## config.mk

```make
export PLATFORM = sky130hd
export DESIGN_NAME = window_gen_3x3
export DESIGN_NICKNAME = d
export VERILOG_FILES = /design/src/rtl/img_pkg.sv /design/src/rtl/line_ram_sdp.sv /design/src/rtl/window_gen_3x3.sv
export SDC_FILE = /design/constraint.sdc
export NUM_CORES = 2
export LEC_CHECK = 0
export CORE_MARGIN = 4
export CORE_UTILIZATION = 45
export DETAILED_ROUTE_END_ITERATION = 6
export SYNTH_ARGS = -nofsm -noshare
export SYNTH_HDL_FRONTEND = slang
export SYNTH_HIERARCHICAL = 1
export SYNTH_SLANG_ARGS = --single-unit
```

## constraint.sdc

```tcl
create_clock -name i_clk -period 4.6 [get_ports i_clk]
set_clock_uncertainty 0.2 [all_clocks]
set_input_delay 0.92 -clock i_clk [delete_from_list [all_inputs] [get_ports i_clk]]
set_output_delay 0.92 -clock i_clk [all_outputs]
set_load 0.02 [all_outputs]
```

## src/rtl/img_pkg.sv

```systemverilog
// Shared image geometry defaults, coordinate widths and FSM encoding for the window generator.
package img_pkg;

    localparam int unsigned IMG_W_DEF  = 224;
    localparam int unsigned IMG_H_DEF  = 224;
    localparam int unsigned DATA_W_DEF = 8;
    localparam int unsigned X_W        = 10;
    localparam int unsigned Y_W        = 9;

    typedef enum logic [1:0] {
        StIdle = 2'd0,
        StFill = 2'd1,
        StRun  = 2'd2
    } state_e;

endpackage

```

## src/rtl/line_ram_sdp.sv

```systemverilog
// Simple dual-port line RAM: one write port, one synchronous read-first read port.
module line_ram_sdp #(
    parameter int unsigned Depth = 224,
    parameter int unsigned Width = 8,
    parameter int unsigned AddrW = (Depth > 1) ? $clog2(Depth) : 1
) (
    input  logic             clk_i,
    input  logic             we_i,
    input  logic [AddrW-1:0] waddr_i,
    input  logic [Width-1:0] wdata_i,
    input  logic             re_i,
    input  logic [AddrW-1:0] raddr_i,
    output logic [Width-1:0] rdata_o
);

    logic [Width-1:0] mem_q [Depth];

    // Read-first: a same-address write in this cycle is not visible to this read.
    always_ff @(posedge clk_i) begin
        if (re_i) begin
            rdata_o <= mem_q[raddr_i];
        end
        if (we_i) begin
            mem_q[waddr_i] <= wdata_i;
        end
    end

endmodule

```

## src/rtl/window_gen_3x3.sv

```systemverilog
// 3x3 neighbourhood generator: two line buffers, column shift registers and a
// two-stage valid/coordinate pipeline emitting one window per interior pixel.
module window_gen_3x3
    import img_pkg::*;
#(
    parameter int unsigned IMG_W  = IMG_W_DEF,
    parameter int unsigned IMG_H  = IMG_H_DEF,
    parameter int unsigned DATA_W = DATA_W_DEF
) (
    input  logic                i_clk,
    input  logic                i_rst_n,
    input  logic                i_valid,
    input  logic                i_sof,
    input  logic [DATA_W-1:0]   i_data,
    output logic                o_valid,
    output logic [9*DATA_W-1:0] o_win,
    output logic [X_W-1:0]      o_cx,
    output logic [Y_W-1:0]      o_cy,
    output logic                o_eof
);

    localparam int unsigned AW = (IMG_W > 1) ? $clog2(IMG_W) : 1;
    localparam logic [X_W-1:0] ColLast = X_W'(IMG_W - 1);
    localparam logic [Y_W-1:0] RowLast = Y_W'(IMG_H - 1);

    state_e         state_q;
    logic [X_W-1:0] col_q;
    logic [Y_W-1:0] row_q;

    logic           sof;
    logic           take;
    logic           emit;
    logic [X_W-1:0] cur_col;
    logic [Y_W-1:0] cur_row;

    // A start-of-frame pixel overrides the counters and is always (0,0).
    assign sof     = i_valid & i_sof;
    assign take    = i_valid & (i_sof | (state_q != StIdle));
    assign cur_col = sof ? '0 : col_q;
    assign cur_row = sof ? '0 : row_q;
    assign emit    = take & ~sof & (state_q == StRun) & (cur_col >= X_W'(2));

    // Frame FSM and raster counters; only accepted pixels advance them.
    always_ff @(posedge i_clk or negedge i_rst_n) begin
        if (!i_rst_n) begin
            state_q <= StIdle;
            col_q   <= '0;
            row_q   <= '0;
        end else if (take) begin
            if (cur_col == ColLast) begin
                col_q <= '0;
                if (cur_row == RowLast) begin
                    row_q   <= '0;
                    state_q <= StIdle;
                end else begin
                    row_q   <= cur_row + Y_W'(1);
                    state_q <= (cur_row >= Y_W'(1)) ? StRun : StFill;
                end
            end else begin
                col_q   <= cur_col + X_W'(1);
                row_q   <= cur_row;
                state_q <= (cur_row >= Y_W'(2)) ? StRun : StFill;
            end
        end
    end

    // Stage 1 (line RAM read in flight)
    logic              s1_take_q;
    logic              s1_emit_q;
    logic [AW-1:0]     s1_addr_q;
    logic [DATA_W-1:0] s1_data_q;
    logic [X_W-1:0]    s1_cx_q;
    logic [Y_W-1:0]    s1_cy_q;
    logic              s1_eof_q;
    logic [DATA_W-1:0] lb1_rd;
    logic [DATA_W-1:0] lb2_rd;

    // LB1 holds row y-1: written with the incoming pixel.
    line_ram_sdp #(
        .Depth (IMG_W),
        .Width (DATA_W),
        .AddrW (AW)
    ) u_lb1 (
        .clk_i   (i_clk),
        .we_i    (take),
        .waddr_i (cur_col[AW-1:0]),
        .wdata_i (i_data),
        .re_i    (take),
        .raddr_i (cur_col[AW-1:0]),
        .rdata_o (lb1_rd)
    );

    // LB2 holds row y-2: the old LB1 word is only available one cycle later,
    // so its write trails by a cycle; the next read of that column is a row away.
    line_ram_sdp #(
        .Depth (IMG_W),
        .Width (DATA_W),
        .AddrW (AW)
    ) u_lb2 (
        .clk_i   (i_clk),
        .we_i    (s1_take_q),
        .waddr_i (s1_addr_q),
        .wdata_i (lb1_rd),
        .re_i    (take),
        .raddr_i (cur_col[AW-1:0]),
        .rdata_o (lb2_rd)
    );

    // Stage 1 registers: accepted pixel, its column and the window it would complete.
    always_ff @(posedge i_clk or negedge i_rst_n) begin
        if (!i_rst_n) begin
            s1_take_q <= 1'b0;
            s1_emit_q <= 1'b0;
            s1_addr_q <= '0;
            s1_data_q <= '0;
            s1_cx_q   <= '0;
            s1_cy_q   <= '0;
            s1_eof_q  <= 1'b0;
        end else begin
            s1_take_q <= take;
            s1_emit_q <= emit;
            if (take) begin
                s1_addr_q <= cur_col[AW-1:0];
                s1_data_q <= i_data;
                s1_cx_q   <= cur_col - X_W'(1);
                s1_cy_q   <= cur_row - Y_W'(1);
                s1_eof_q  <= (cur_col == ColLast) && (cur_row == RowLast);
            end
        end
    end

    // Column shift registers: index 0 is the leftmost (oldest) column.
    logic [DATA_W-1:0] top_q [3];
    logic [DATA_W-1:0] mid_q [3];
    logic [DATA_W-1:0] bot_q [3];

    // Shift in one column per accepted pixel once its line RAM words arrive.
    always_ff @(posedge i_clk or negedge i_rst_n) begin
        if (!i_rst_n) begin
            for (int i = 0; i < 3; i++) begin
                top_q[i] <= '0;
                mid_q[i] <= '0;
                bot_q[i] <= '0;
            end
        end else if (s1_take_q) begin
            top_q[0] <= top_q[1];
            top_q[1] <= top_q[2];
            top_q[2] <= lb2_rd;
            mid_q[0] <= mid_q[1];
            mid_q[1] <= mid_q[2];
            mid_q[2] <= lb1_rd;
            bot_q[0] <= bot_q[1];
            bot_q[1] <= bot_q[2];
            bot_q[2] <= s1_data_q;
        end
    end

    // Stage 2 registers: window is complete in the shift registers.
    logic           s2_valid_q;
    logic [X_W-1:0] s2_cx_q;
    logic [Y_W-1:0] s2_cy_q;
    logic           s2_eof_q;

    // Carry the emit flag and coordinates alongside the shift.
    always_ff @(posedge i_clk or negedge i_rst_n) begin
        if (!i_rst_n) begin
            s2_valid_q <= 1'b0;
            s2_cx_q    <= '0;
            s2_cy_q    <= '0;
            s2_eof_q   <= 1'b0;
        end else begin
            s2_valid_q <= s1_take_q & s1_emit_q;
            if (s1_take_q && s1_emit_q) begin
                s2_cx_q  <= s1_cx_q;
                s2_cy_q  <= s1_cy_q;
                s2_eof_q <= s1_eof_q;
            end
        end
    end

    logic                o_valid_q;
    logic [9*DATA_W-1:0] o_win_q;
    logic [X_W-1:0]      o_cx_q;
    logic [Y_W-1:0]      o_cy_q;
    logic                o_eof_q;

    // Output registers: window/coordinates hold between pulses.
    always_ff @(posedge i_clk or negedge i_rst_n) begin
        if (!i_rst_n) begin
            o_valid_q <= 1'b0;
            o_win_q   <= '0;
            o_cx_q    <= '0;
            o_cy_q    <= '0;
            o_eof_q   <= 1'b0;
        end else begin
            o_valid_q <= s2_valid_q;
            o_eof_q   <= s2_valid_q & s2_eof_q;
            if (s2_valid_q) begin
                o_win_q <= {top_q[0], top_q[1], top_q[2],
                            mid_q[0], mid_q[1], mid_q[2],
                            bot_q[0], bot_q[1], bot_q[2]};
                o_cx_q  <= s2_cx_q;
                o_cy_q  <= s2_cy_q;
            end
        end
    end

    assign o_valid = o_valid_q;
    assign o_win   = o_win_q;
    assign o_cx    = o_cx_q;
    assign o_cy    = o_cy_q;
    assign o_eof   = o_eof_q;

endmodule

```

[Word-level counts from Yosys, hierarchy flattened]
Memory sizes are Yosys's and may differ from the RTL's. A register that Yosys moved wholly into a read port is not among the register bits.
Index checks and enable logic that the tools add are counted.
Storage, ports and cells
  register bits: 245
  memory bits (writable): 3584
  output and inout port bits: 93
  memories kept: 2
Cells by class
  $add $sub $neg: 4
  $lt $le $gt $ge: 3
  equality and inequality tests: 3
  muxes and demuxes: 13
  bitwise gates (word level): 9
  reduce and logical (&&, ||, !) cells: 3
Memory list
  u_lb1.mem_q: depth 224, bits a word 8, rd ports 1, clocked after memory_dff 1, write ports 1, line line_ram_sdp.sv:16  | logic [Width-1:0] mem_q [Depth];
  u_lb2.mem_q: depth 224, bits a word 8, rd ports 1, clocked after memory_dff 1, write ports 1, line line_ram_sdp.sv:16
Operators by type and width (number)
  2-to-1 mux 9 bit: 3
  2-to-1 mux 10 bit: 2
  adder 10 x 1 -> 10 bit (second input constant): 1
  equality test 10 x 8 -> 1 bit (second input constant): 1
  >= comparator 10 x 2 -> 1 bit (second input constant): 1
  subtractor 10 x 1 -> 10 bit (second input constant): 1
  adder 9 x 1 -> 9 bit (second input constant): 1
  equality test 9 x 8 -> 1 bit (second input constant): 1
  >= comparator 9 x 1 -> 1 bit (second input constant): 1
  >= comparator 9 x 2 -> 1 bit (second input constant): 1
  subtractor 9 x 1 -> 9 bit (second input constant): 1
  2-to-1 mux 2 bit: 4
  AND 1 bit: 7
  2-to-1 mux 1 bit: 4
  equality test 2 bit (second input constant): 1
  logical AND 1 bit: 2
  nonzero test 2 bit: 1
  NOT 1 bit: 1
  bitwise OR 1 bit: 1

[Longest topological paths before layout]
  depth in word-level cells: 6
  gate-level depth with buffers: 16

[Cells and area by module]
Netlist, hierarchy kept.
Modules (own cells, without submodules)
  line_ram_sdp: times used 2, cells each 3269, area each 69859.5 µm²
  window_gen_3x3: times used 1, cells each 769, area each 10172.3 µm²

[Least setup slack after synthesis]
Ideal clock, no wire load.
  path type: in2reg
  from: in i_valid
  to: mem u_lb1.mem_q[195][0], enable pin
  setup time: 0.370 ns
  arrival time: 3.458 ns
  data required time: 4.030 ns
  path slack: 0.572 ns
  stages on the path: 8
  path buffers: 4
  path through: buf_2 > o31ai_2 > inv_2 > clkbuf_1 > clkbuf_1 > clkbuf_1 > nand4_1 > nor2_1
On the way
  cells in the longest elaborated chain, start to end: 3
RTL lines
  start, declared: line window_gen_3x3.sv:12  | input logic i_valid,
  AND 1 bit: line window_gen_3x3.sv:38  | assign take = i_valid & (i_sof | (state_q != StIdle));
  named net take: line window_gen_3x3.sv:31  | logic take;
  2-to-1 mux 1 bit: line line_ram_sdp.sv:23  | if (we_i) begin
  2-to-1 mux 1 bit (implied by the code): line line_ram_sdp.sv:24  | mem_q[waddr_i] <= wdata_i;
  end, declared: line line_ram_sdp.sv:16
The timed path passes the listed nets, and every way through them passes these cells.

[Worst setup path after layout]
  from: in i_sof
  to: reg u_lb1.rdata_o[6], read port of u_lb1.mem_q (data pin)
On the way
  cells in the longest elaborated chain, start to end: 2
RTL lines
  start, declared: line window_gen_3x3.sv:13  | input logic i_sof,
  AND 1 bit: line window_gen_3x3.sv:37  | assign sof = i_valid & i_sof;
  2-to-1 mux 10 bit: line window_gen_3x3.sv:39  | assign cur_col = sof ? '0 : col_q;
  named net cur_col[0]: line window_gen_3x3.sv:33  | logic [X_W-1:0] cur_col;
  end, declared: line line_ram_sdp.sv:13  | output logic [Width-1:0] rdata_o
The timed path passes the listed nets, and every way through them passes these cells.
A chain may end at the register's enable or synchronous reset.

==> reports/metrics.cfg <==
[synth]
synthesis.area_um2 = 150000
yosys_most_used_dff = edfxtp_1
synthSimpleGateAreaFrac = 0.0337
synth_seq_area_share = 0.762
synthTopCellsByCount = edfxtp_1 (3600), mux4_2 (814), nor2_1 (563)
syn-num-nets = 7326
synth_top_area_share = 0.721
synth_top_family_by_area = multiplexers
synth-adder-area-share = 0.000584
ys_types = 75
synth-compound-area-share = 0.0269
muxShareOfSynthArea = 0.159
ys_seq_elements = 3845
synth_async_sr_flop_share = 0.0637
netlist_instances = 7307
synth_edf_count = 3600
synth_most_common_cell = edfxtp_1
yosysWarnings = 6
synth_xor_area_frac = 0.000584
synth.area.top_cells = edfxtp_1 (72%), mux4_2 (12%), dfrtp_1 (4.1%)
synth_area_per_cell_um2 = 20.5
yosysTopAreaCell = edfxtp_1

[min_path]
min_from = s1_data_q[3]$_DFFE_PN0P_
holdPathEnd = s1_data_q[3]$_DFFE_PN0P_
hold_path_depth = 2
hp-class = reg -> reg

[grt]
antenna_found_initial = 16
grt_pass1_vias = 77103
grt_overflow_total = 0
track_usage = 0.216
grt_max_degree = 180
grt_pass1_wl_um = 545000

[worst_setup_path]
worstPathMaxFanout = 23
cp.required_ns = 5.01
ff2ff_setup_slack_ns = 0.50
r2r_start = col_q[3]$_DFFE_PN0P_
end_kind = flip-flop
startpoint_type = primary input
r2r_end = u_lb2/rdata_o[4]$_DFFE_PP_
worst-r2r-cell-count = 11
critPathKind = in -> reg
cp.arrival_ns = 4.71

[timing]
relSlewSlack = 0.136
slew_viol_final = 0
layout_setup_ws_ns = 0.301
max_freq_mhz = 233
rsz0062_at_grt = false
min_period_over_period = 0.935
worst-slew-pin-transition_ns = 1.29
setup_viol = 0
hold_viol = 0
fin_crit_ns = 4.30

[finish]
drive_gt1_frac = 0.291
nNetsFinal = 8223
area_delta_synth_final_pct = 15.9
fin_area_um2 = 174000

[clock_network]
clk_pin_slew_ns = 0.06
cts-htree-levels = 5
cts_buffers = 385
cts_tree = built
clock_latency_ns = 0.90
cts_resized = 0
clock-root-buffer = clkbuf_16
clock-sinks = 3845
clk_path_buf_depth = 4

[flow_run]
drv_cap = 0

[drt]
drt_iter0_drc = 8574
firstDrtPassIters = 7
detail-route-antenna-nets = 0
viasPerCell = 5.90
wl_per_cell_um = 28.8
wl_um = 372000
dr_total_vias = 76064
route.detailed.drc = 2

[die]
die_w_um = 585
die_y_um = 585
die_area_um2 = 342000
initial_core_util = 0.453
core-area_um2 = 331000
ios = 105
row_count = 211

[placed_design]
place_hpwl_um = 238000
pre_cts_ws_ns = -0.671
gp_congestion = 0.860
port_buffers = 104
placed_area_um2 = 161000

[status]
violations = design-rule violations
status = finished with violations

[power]
p_leak_nw = 55.7
power.density_nw_per_um2 = 507
max-vdd-ir-drop_uv = 391

## worst max-delay path by stage
stage	startpoint	endpoint	slack [ns]	depth (start not counted)
after CTS	i_valid	u_lb1/rdata_o[6]$_DFFE_PP_	0.29	13
after global routing	i_valid	u_lb2/rdata_o[3]$_DFFE_PP_	0.12	14
after global placement	i_valid	u_lb1/rdata_o[6]$_DFFE_PP_	-0.71	13
after floorplan	i_valid	u_lb1/mem_q[195][0]$_DFFE_PP_	0.57	8
after detailed placement	i_valid	u_lb1/rdata_o[6]$_DFFE_PP_	-0.67	13
final	i_sof	u_lb1/rdata_o[6]$_DFFE_PP_	0.30	13
## cell families after synthesis
logic type | after synthesis
AO/OA/AOI/OAI | 589
XOR/XNOR | 10
adder cells (fa/ha/maj) | 7
buffers and inverters | 437
flip-flops | 3845
multiplexers | 1325
AND/OR/NAND/NOR | 1094
## placed cells by master (no fill, tap or decap), types with 15 or more instances in the layout
master           synthesis  layout
bufinv_16                0      38
nor2b_1                 41      40
nand2_1                194     194
nor4_1                  20      20
mux4_2                 814     814
a2bb2oi_1               18      18
o221ai_1                17      17
a221oi_1                16      16
buf_4                   69     727
a22o_1                  33      33
o31ai_2                 16      15
a22oi_1                 50      50
clkinvlp_4               0      16
clkdlybuf4s50_1          0      95
o21ai_0                 42      42
dfrtp_1                245     243
nand3_1                 60      60
nor3_1                  58      58
o211ai_1                36      36
nor4_2                  17      17
nor2_1                 563     563
o22ai_1                174     174
clkinv_2                 0      74
o21ai_1                 20      20
clkinv_1                 0      83
mux2_2                 216     216
edfxtp_1              3600    3600
a21oi_1                 86      86
and2_1                  19      16
buf_12                  12     100
clkbuf_1               151      76
clkbuf_16                0     391
mux2i_1                291     291
a211oi_1                49      49
nand4_1                 58      58
## stage by stage
stage | total power (W) | hold WS, ns | util | std cells | setup TNS (ns)
6_report | 0.0881 | 0.280 | 0.525 | 12891 | 0
2_1_floorplan | 0.0512 | 0.170 | - | 7307 | 0
5_1_grt | 0.0912 | 0.306 | 0.525 | 12888 | 0
4_1_cts | 0.0888 | 0.287 | 0.525 | 12883 | 0
3_5_place_dp | 0.0582 | 0.266 | 0.488 | 12182 | -5.51
3_3_place_gp | 0.0579 | 0.262 | 0.488 | 12182 | -7.05
## per-layer routing
metal	wire length (um)	global-route usage	up-vias
met3	31800	0.0442	485
met5	0	0	-
li1	-	-	31939
met4	7770	0.0477	0
met1	159000	0.321	40478
met2	173000	0.332	3162
## registers in the layout (all words and copies together) (netlist names), 2 cells and up
signal	cells
bot_q	24
col_q	10
mid_q	24
o_cx	10
o_cy	9
o_win	72
row_q	9
s1_addr_q	8
s1_cx_q	10
s1_cy_q	9
s1_data_q	8
s2_cx_q	10
s2_cy_q	9
state_q	2
top_q	24
u_lb1/mem_q	1792
u_lb1/rdata_o	8
u_lb2/mem_q	1792
u_lb2/rdata_o	8
## final cells by class
| class | count | area (um^2) |
|---|---|---|
| Fill cell | 25765 | 157000 |
| Inverter | 15 | 90.1 |
| Clock inverter | 228 | 2150 |
| Sequential cell | 3845 | 114000 |
| Tap cell | 4366 | 5460 |
| Antenna cell | 8 | 20.0 |
| Clock buffer | 472 | 10100 |
| Multi-Input combinational cell | 3025 | 33100 |
| Timing Repair Buffer | 932 | 8550 |
## power by group
group	switching [W]	internal, W
registers	0.000735	0.0407
logic	0.00935	0.00661
clock network	0.0129	0.0178
## critical path, cell delays in order
cell,delay (ns)
clkdlybuf4s50_1,0.50
nand2_1,0.20
nand2_1,0.18
inv_8,0.24
buf_12,0.30
buf_4,0.30
mux4_2,0.53
nor2b_1,0.16
a211oi_1,0.30
buf_4,0.17
nor4_1,0.07
nor3_1,0.70
nor4_1,0.13
## repair_timing
| action | 4_1_cts | 5_1_grt |
|---|---|---|
| endpoints found under the setup margin | 0 | 0 |
| hold buffers | 1 | 0 |
| setup buffers | 0 | 0 |
| hold endpoints to repair | 88 | 0 |
Note: power is estimated with default switching activity, not from simulation.
